[src/rtl/aes_pkg.sv]
// Shared AES definitions: state width, reduction polynomial and GF(2^8) helpers
// used by the InvMixColumns datapath.
package aes_pkg;

  localparam int unsigned STATE_W  = 128;
  localparam logic [7:0]  AES_POLY = 8'h1B;

  // One byte plus its x2/x4/x8 multiples; the 09/0b/0d/0e products are XORs of these.
  typedef struct packed {
    logic [7:0] a;
    logic [7:0] x2;
    logic [7:0] x4;
    logic [7:0] x8;
  } gf_mults_t;

  function automatic logic [7:0] xtime(input logic [7:0] b);
    return {b[6:0], 1'b0} ^ (b[7] ? AES_POLY : 8'h00);
  endfunction

  function automatic gf_mults_t gf_expand(input logic [7:0] b);
    gf_mults_t m;
    m.a  = b;
    m.x2 = xtime(b);
    m.x4 = xtime(m.x2);
    m.x8 = xtime(m.x4);
    return m;
  endfunction

  function automatic logic [7:0] gf_comb09(input gf_mults_t m);
    return m.x8 ^ m.a;
  endfunction

  function automatic logic [7:0] gf_comb0b(input gf_mults_t m);
    return m.x8 ^ m.x2 ^ m.a;
  endfunction

  function automatic logic [7:0] gf_comb0d(input gf_mults_t m);
    return m.x8 ^ m.x4 ^ m.a;
  endfunction

  function automatic logic [7:0] gf_comb0e(input gf_mults_t m);
    return m.x8 ^ m.x4 ^ m.x2;
  endfunction

  function automatic logic [7:0] gf_mul09(input logic [7:0] b);
    return gf_comb09(gf_expand(b));
  endfunction

  function automatic logic [7:0] gf_mul0b(input logic [7:0] b);
    return gf_comb0b(gf_expand(b));
  endfunction

  function automatic logic [7:0] gf_mul0d(input logic [7:0] b);
    return gf_comb0d(gf_expand(b));
  endfunction

  function automatic logic [7:0] gf_mul0e(input logic [7:0] b);
    return gf_comb0e(gf_expand(b));
  endfunction

endpackage

[src/rtl/inv_mix_column_word.sv]
// One 32-bit InvMixColumns column, split into an expand half (byte -> x2/x4/x8)
// and a combine half so the parent can optionally register between them.
module inv_mix_column_word
  import aes_pkg::*;
(
  input  logic                 [31:0] col_i,
  output gf_mults_t [3:0]             mults_o,
  input  gf_mults_t [3:0]             mults_i,
  output logic                 [31:0] col_o
);

  // mults index r corresponds to byte r of the column; byte 0 is the top byte.
  always_comb begin
    mults_o    = '0;
    mults_o[0] = gf_expand(col_i[31:24]);
    mults_o[1] = gf_expand(col_i[23:16]);
    mults_o[2] = gf_expand(col_i[15:8]);
    mults_o[3] = gf_expand(col_i[7:0]);
  end

  always_comb begin
    col_o        = '0;
    col_o[31:24] = gf_comb0e(mults_i[0]) ^ gf_comb0b(mults_i[1])
                 ^ gf_comb0d(mults_i[2]) ^ gf_comb09(mults_i[3]);
    col_o[23:16] = gf_comb09(mults_i[0]) ^ gf_comb0e(mults_i[1])
                 ^ gf_comb0b(mults_i[2]) ^ gf_comb0d(mults_i[3]);
    col_o[15:8]  = gf_comb0d(mults_i[0]) ^ gf_comb09(mults_i[1])
                 ^ gf_comb0e(mults_i[2]) ^ gf_comb0b(mults_i[3]);
    col_o[7:0]   = gf_comb0b(mults_i[0]) ^ gf_comb0d(mults_i[1])
                 ^ gf_comb09(mults_i[2]) ^ gf_comb0e(mults_i[3]);
  end

endmodule

[src/rtl/inv_mix_columns.sv]
// Streaming AES InvMixColumns over a full 128-bit state, four columns in parallel.
// Define INV_MIX_COLUMNS_PIPE2_EN for 2-cycle latency; default is 1-cycle.
module inv_mix_columns
  import aes_pkg::*;
(
  input  logic               clk,
  input  logic               reset,
  input  logic [0:STATE_W-1] in_data,
  input  logic               in_ready,
  output logic [0:STATE_W-1] out_data,
  output logic               out_ready
);

  gf_mults_t [3:0][3:0] mults_in;
  gf_mults_t [3:0][3:0] mults_st;
  logic      [31:0]     col_res [4];
  logic [0:STATE_W-1]   out_d;
  logic [0:STATE_W-1]   out_q;

  for (genvar c = 0; c < 4; c++) begin : g_col
    inv_mix_column_word u_word (
      .col_i   (in_data[32*c +: 32]),
      .mults_o (mults_in[c]),
      .mults_i (mults_st[c]),
      .col_o   (col_res[c])
    );
  end

  always_comb begin
    out_d = '0;
    for (int unsigned c = 0; c < 4; c++) begin
      out_d[32*c +: 32] = col_res[c];
    end
  end

`ifdef INV_MIX_COLUMNS_PIPE2_EN
  gf_mults_t [3:0][3:0] mults_q;
  logic                 vld1_q;
  logic                 vld2_q;

  assign mults_st = mults_q;

  // Each stage loads only behind its own valid bit, so idle cycles hold data.
  always_ff @(posedge clk or posedge reset) begin
    if (reset) begin
      mults_q <= '0;
      vld1_q  <= 1'b0;
      out_q   <= '0;
      vld2_q  <= 1'b0;
    end else begin
      vld1_q <= in_ready;
      vld2_q <= vld1_q;
      if (in_ready) mults_q <= mults_in;
      if (vld1_q)   out_q   <= out_d;
    end
  end

  assign out_ready = vld2_q;
`else
  logic vld_q;

  assign mults_st = mults_in;

  always_ff @(posedge clk or posedge reset) begin
    if (reset) begin
      out_q <= '0;
      vld_q <= 1'b0;
    end else begin
      vld_q <= in_ready;
      if (in_ready) out_q <= out_d;
    end
  end

  assign out_ready = vld_q;
`endif

  assign out_data = out_q;

endmodule
[config.mk]
export PLATFORM = sky130hd
export DESIGN_NAME = inv_mix_columns
export DESIGN_NICKNAME = d
export VERILOG_FILES = /design/src/rtl/aes_pkg.sv /design/src/rtl/inv_mix_column_word.sv /design/src/rtl/inv_mix_columns.sv
export SDC_FILE = /design/constraint.sdc
export NUM_CORES = 1
export LEC_CHECK = 0
export BUFFER_PORTS_ARGS = -buffer_cell sky130_fd_sc_hd__buf_2
export CAP_MARGIN = 10
export CORE_UTILIZATION = 59
export CTS_BUF_LIST = sky130_fd_sc_hd__clkbuf_8
export DETAILED_ROUTE_END_ITERATION = 8
export MAX_ROUTING_LAYER = met4
export PLACE_DENSITY_LB_ADDON = 0.3
export RECOVER_POWER = 50
export SLEW_MARGIN = 15
export SYNTH_ARGS = -nofsm -noshare
export SYNTH_HDL_FRONTEND = slang
export SYNTH_SLANG_ARGS = --single-unit
[constraint.sdc]
create_clock -name clk -period 4.6 [get_ports clk]
set_input_delay 0.46 -clock clk [delete_from_list [all_inputs] [get_ports clk]]
set_output_delay 0.46 -clock clk [all_outputs]
set_load 0.01 [all_outputs]
# Word level (Yosys, flattened, before mapping)
# Cells that the tools add are included.
# classes
n_addsub	0
multipliers	0
div	0
n_lt_le_gt_ge	0
n_eq_ne	0
n_shift	0
mux	48
n_bitwise	192
reduce_logical	0
# op_table
operator	count
8-bit XOR	192
5-bit 2-to-1 mux	48
# word_totals
register_bits	129
latchBits	0
mem_bits_rw	0
mem_bits_ro	0
inputBits	131
output_inout_bits	129
elab_cells	242
n_memories	0

# Longest topological paths before layout
# depth
depth_word	11
ltp_mapped	6

# By module
# A second synthesis with hierarchy kept.
# hier_totals
cells_unflattened	1396
area_unflattened_um2	16992.5
# modules_own_cells
mod	n_inst	cells_each	area_per_inst_um2
inv_mix_column_word	4	281	3035.4
inv_mix_columns	1	272	4850.9

# Worst setup path after synthesis
# Ideal clock, no wire load.
# synth_path
path_kind	in2reg
start	input port in_data[66] (netlist name)
end	register out_q, in the netlist out_data[92]
setup_ns	0.125
arrival_time_ns	2.364
t_required_ns	4.475
path_slack_ns	2.111
stages	6
path_cell_list	buf_2 -> xnor3_1 -> xnor3_1 -> xnor2_2 -> xnor3_1 -> mux2_2
# synth_between
elab_chain_len	9
# synth_lines
element	line	text
from (decl)	inv_mix_columns.sv:8	input logic [0:STATE_W-1] in_data,
8-bit XOR (2 in a row)	aes_pkg.sv:17	return {b[6:0], 1'b0} ^ (b[7] ? AES_POLY : 8'h00);
5-bit 2-to-1 mux	aes_pkg.sv:17	
8-bit XOR	aes_pkg.sv:17	
8-bit XOR (2 in a row)	aes_pkg.sv:34	return m.x8 ^ m.x2 ^ m.a;
8-bit XOR	inv_mix_column_word.sv:29	col_o[7:0] = gf_comb0b(mults_i[0]) ^ gf_comb0d(mults_i[1])
8-bit XOR (2 in a row)	inv_mix_column_word.sv:30	^ gf_comb09(mults_i[2]) ^ gf_comb0e(mults_i[3]);
to (signal assigned)	inv_mix_columns.sv:70	if (in_ready) out_q <= out_d;
to (decl)	inv_mix_columns.sv:18	logic [0:STATE_W-1] out_q;
# No other way between the ends.
# A chain may end at the register's enable or synchronous reset.

# Worst setup path in the final report
# layout_path
start	input port in_data[74] (netlist name)
end	register out_q, in the netlist out_data[75]
# layout_between
elab_chain_len	9
# layout_lines
element	line	text
8-bit XOR (2 in a row)	aes_pkg.sv:17	
5-bit 2-to-1 mux	aes_pkg.sv:17	
8-bit XOR	aes_pkg.sv:17	
8-bit XOR (2 in a row)	aes_pkg.sv:42	return m.x8 ^ m.x4 ^ m.x2;
8-bit XOR	inv_mix_column_word.sv:25	col_o[23:16] = gf_comb09(mults_i[0]) ^ gf_comb0e(mults_i[1])
8-bit XOR (2 in a row)	inv_mix_column_word.sv:26	^ gf_comb0b(mults_i[2]) ^ gf_comb0d(mults_i[3]);
# No other way between the ends.

==> results_dict.tcl <==
set metrics [dict create \
    ys_warn_count 0 \
    worstSetupStartpointType "primary input" \
    synth_top_cell_area_share 0.302 \
    dpl-instance-area_mm2 0.0147 \
    ff2ff_path_depth 1 \
    setup_ws_ps 2400 \
    worst_ep_arrival_time_ps 2540 \
    ys_seq_elements 129 \
    ant_nets 0 \
    drt_wl_total_um 31100 \
    yosys-top-cells-area "xnor2_1 (30%), dfrtp_1 (24%), xnor3_1 (18%), mux2_2 (9.7%), xor2_1 (9.1%)" \
    slew_headroom -0.505 \
    h-tree-depth 4 \
    worst-path-max-fanout 5 \
    die_h_um 152 \
    ys_types 24 \
    drive_above_1_share 0.276 \
    cts_tree "built" \
    overflow 0 \
    grtUsageMet1 0.386 \
    synth_edf_count 0 \
    crit_path_end_kind "flip-flop" \
    power_density_mw_per_mm2 511 \
    antennaDiodeCount 0 \
    syn_to_final_growth_pct 12.2 \
    synth_seq_area_share 0.242 \
    synth.most_common_cell "xnor2_1" \
    period_needed_ps 2200 \
    final_cell_area_mm2 0.0150 \
    final-hold-violation-count 0 \
    synthesis.instances 1096 \
    period_share 0.477 \
    leakage_nw 6.69 \
    total_power_mw 7.65 \
    fmax_mhz 455 \
    cts_buffers 17 \
    rsz0062_at_grt "false" \
    coreArea_mm2 0.0220 \
    violations "DRC, capacitance limit, slew limit" \
    die-area_mm2 0.0232 \
    gp_congestion 0.945 \
    cts_setup_buffers 0 \
    dpl.hpwl_um 24300 \
    grt_pass1_wl_um 49700 \
    yosys_most_used_dff "dfrtp_1" \
    port_buffers 259 \
    cts_hold_buf 0 \
    root_buffer "clkbuf_8" \
    cp-startpoint "in_data[74]" \
    first_global_vias 8859 \
    crit_path_end "out_data[75]" \
    rows 54 \
    cts_resized 0 \
    cts_buffer_depth 2 \
    status "complete, but fails checks" \
    pin_count 260 \
    grt_max_degree 103 \
    finalNetCount 1424 \
    cts.sinks 129 \
    tightestPinTransition_ps 2250 \
    vias 8298 \
    start_util 0.606 \
    drt-pass1-iter-count 9 \
    busiest_layer "met2" \
    drt_iter0_markers 400 \
    setup_viol 0 \
    finalClockSkew_ps 0 \
    place_ws_ps 1940 \
    reg2reg_from "out_data[110]" \
    crit_type "primary input to flip-flop" \
    reg2reg_slack_ps 3770 \
    yosys.area.top_type "xnor2_1" \
    clk_latency_ps 460 \
    antenna_found_initial 0 \
    peakVddDrop_mv 0.300 \
    grt_use_met2 0.462 \
    syn-cell-area_mm2 0.0133 \
    die_w_um 152 \
    maxSlewViolCount 103 \
    r2r-end "out_data[110]" \
    grtUsageTotal 0.289 \
    yosys-top-cells-count "xnor2_1 (461), xor2_1 (138), dfrtp_1 (129)" \
    setup_tns_ps 0 \
    syn_area_per_cell_um2 12.2 \
    post_drt_wl_per_cell_um 19.6 \
    drc 17 \
    drv_cap 1 \
    finish.utilization 0.680 \
    cp.required_ps 4940 \
    async_flop_share 1.00 \
    viasPerCell 5.23 \
    grt.met3_usage 0.0435 \
    min_path_type "primary input to flip-flop" \
    clk_pin_slew_ps 80 \
    synth_nets 1227 \
]
-- cells by family after synthesis --
kind of cell    share of synthesized area
xor+xnor                            0.621
flops                               0.242
mux                                0.0981
buf+inv                            0.0280
simple gates                      0.00544
compound gates                    0.00525
-- worst min-delay path by stage --
stage | cells past startpoint | endpoint | from
6_report | 3 | out_data[70] | in_data[79]
5_1_grt | 3 | out_data[70] | in_data[79]
4_1_cts | 2 | out_data[9] | reset
3_5_place_dp | 2 | out_data[33] | out_data[33]
3_3_place_gp | 2 | out_data[33] | out_data[33]
2_1_floorplan | 0 | out_ready | in_ready
-- worst max-delay path, stage by stage --
cell and delay, ps:
buf_2 140, xnor3_2 530, xor2_1 260, xor3_2 510
xor3_1 380, mux2_4 260
-- report_power, final --
part	switching [mW]	internal, mW	leakage [nW]
registers	0.300	1.72	1.51
clock network	0.508	0.509	0.199
logic	2.11	2.51	4.98
total	2.92	4.74	6.69
-- registers in the layout, summed over array words and instances (netlist names) --
signal     cells
out_data     128
out_ready      1
-- stage by stage --
step                hold WS [ps]  instances
floorplan                    491       1096
global placement             464       1554
detailed placement           468       1554
CTS                          237       1586
global route                 465       1586
finish                       446       1586
-- cell usage in the layout, fill, tap and decap left out --
cell,n
clkbuf_1,64
clkinv_2,3
bufinv_16,2
xnor2_2,6
xor2_1,138
xor3_1,16
o31ai_1,2
xnor3_2,1
xor3_2,4
a221o_1,1
mux2_2,115
inv_1,2
inv_6,1
nand2_1,12
xor2_2,2
nor2_1,4
buf_4,4
clkbuf_8,19
buf_2,194
and2_1,2
dfrtp_1,129
clkinvlp_4,4
clkinv_4,3
xnor3_1,106
xnor2_1,461
o21ai_0,9
mux2_4,1
xnor3_4,1
-- layer usage --
metal,vias up,wire length [um]
met5,-,0
met4,0,556
met3,37,1570
met2,265,14900
met1,4091,14000
li1,3905,-
-- cell type report --
type	count	area, um^2
clock inverters	13	136
inverters	2	11.3
flip-flops and latches	129	3230
well taps	280	350
repair buffers	262	1240
fillers	1722	7050
clock buffers	19	262
multi-input cells	881	9750
(Power assumes the default switching activity.)
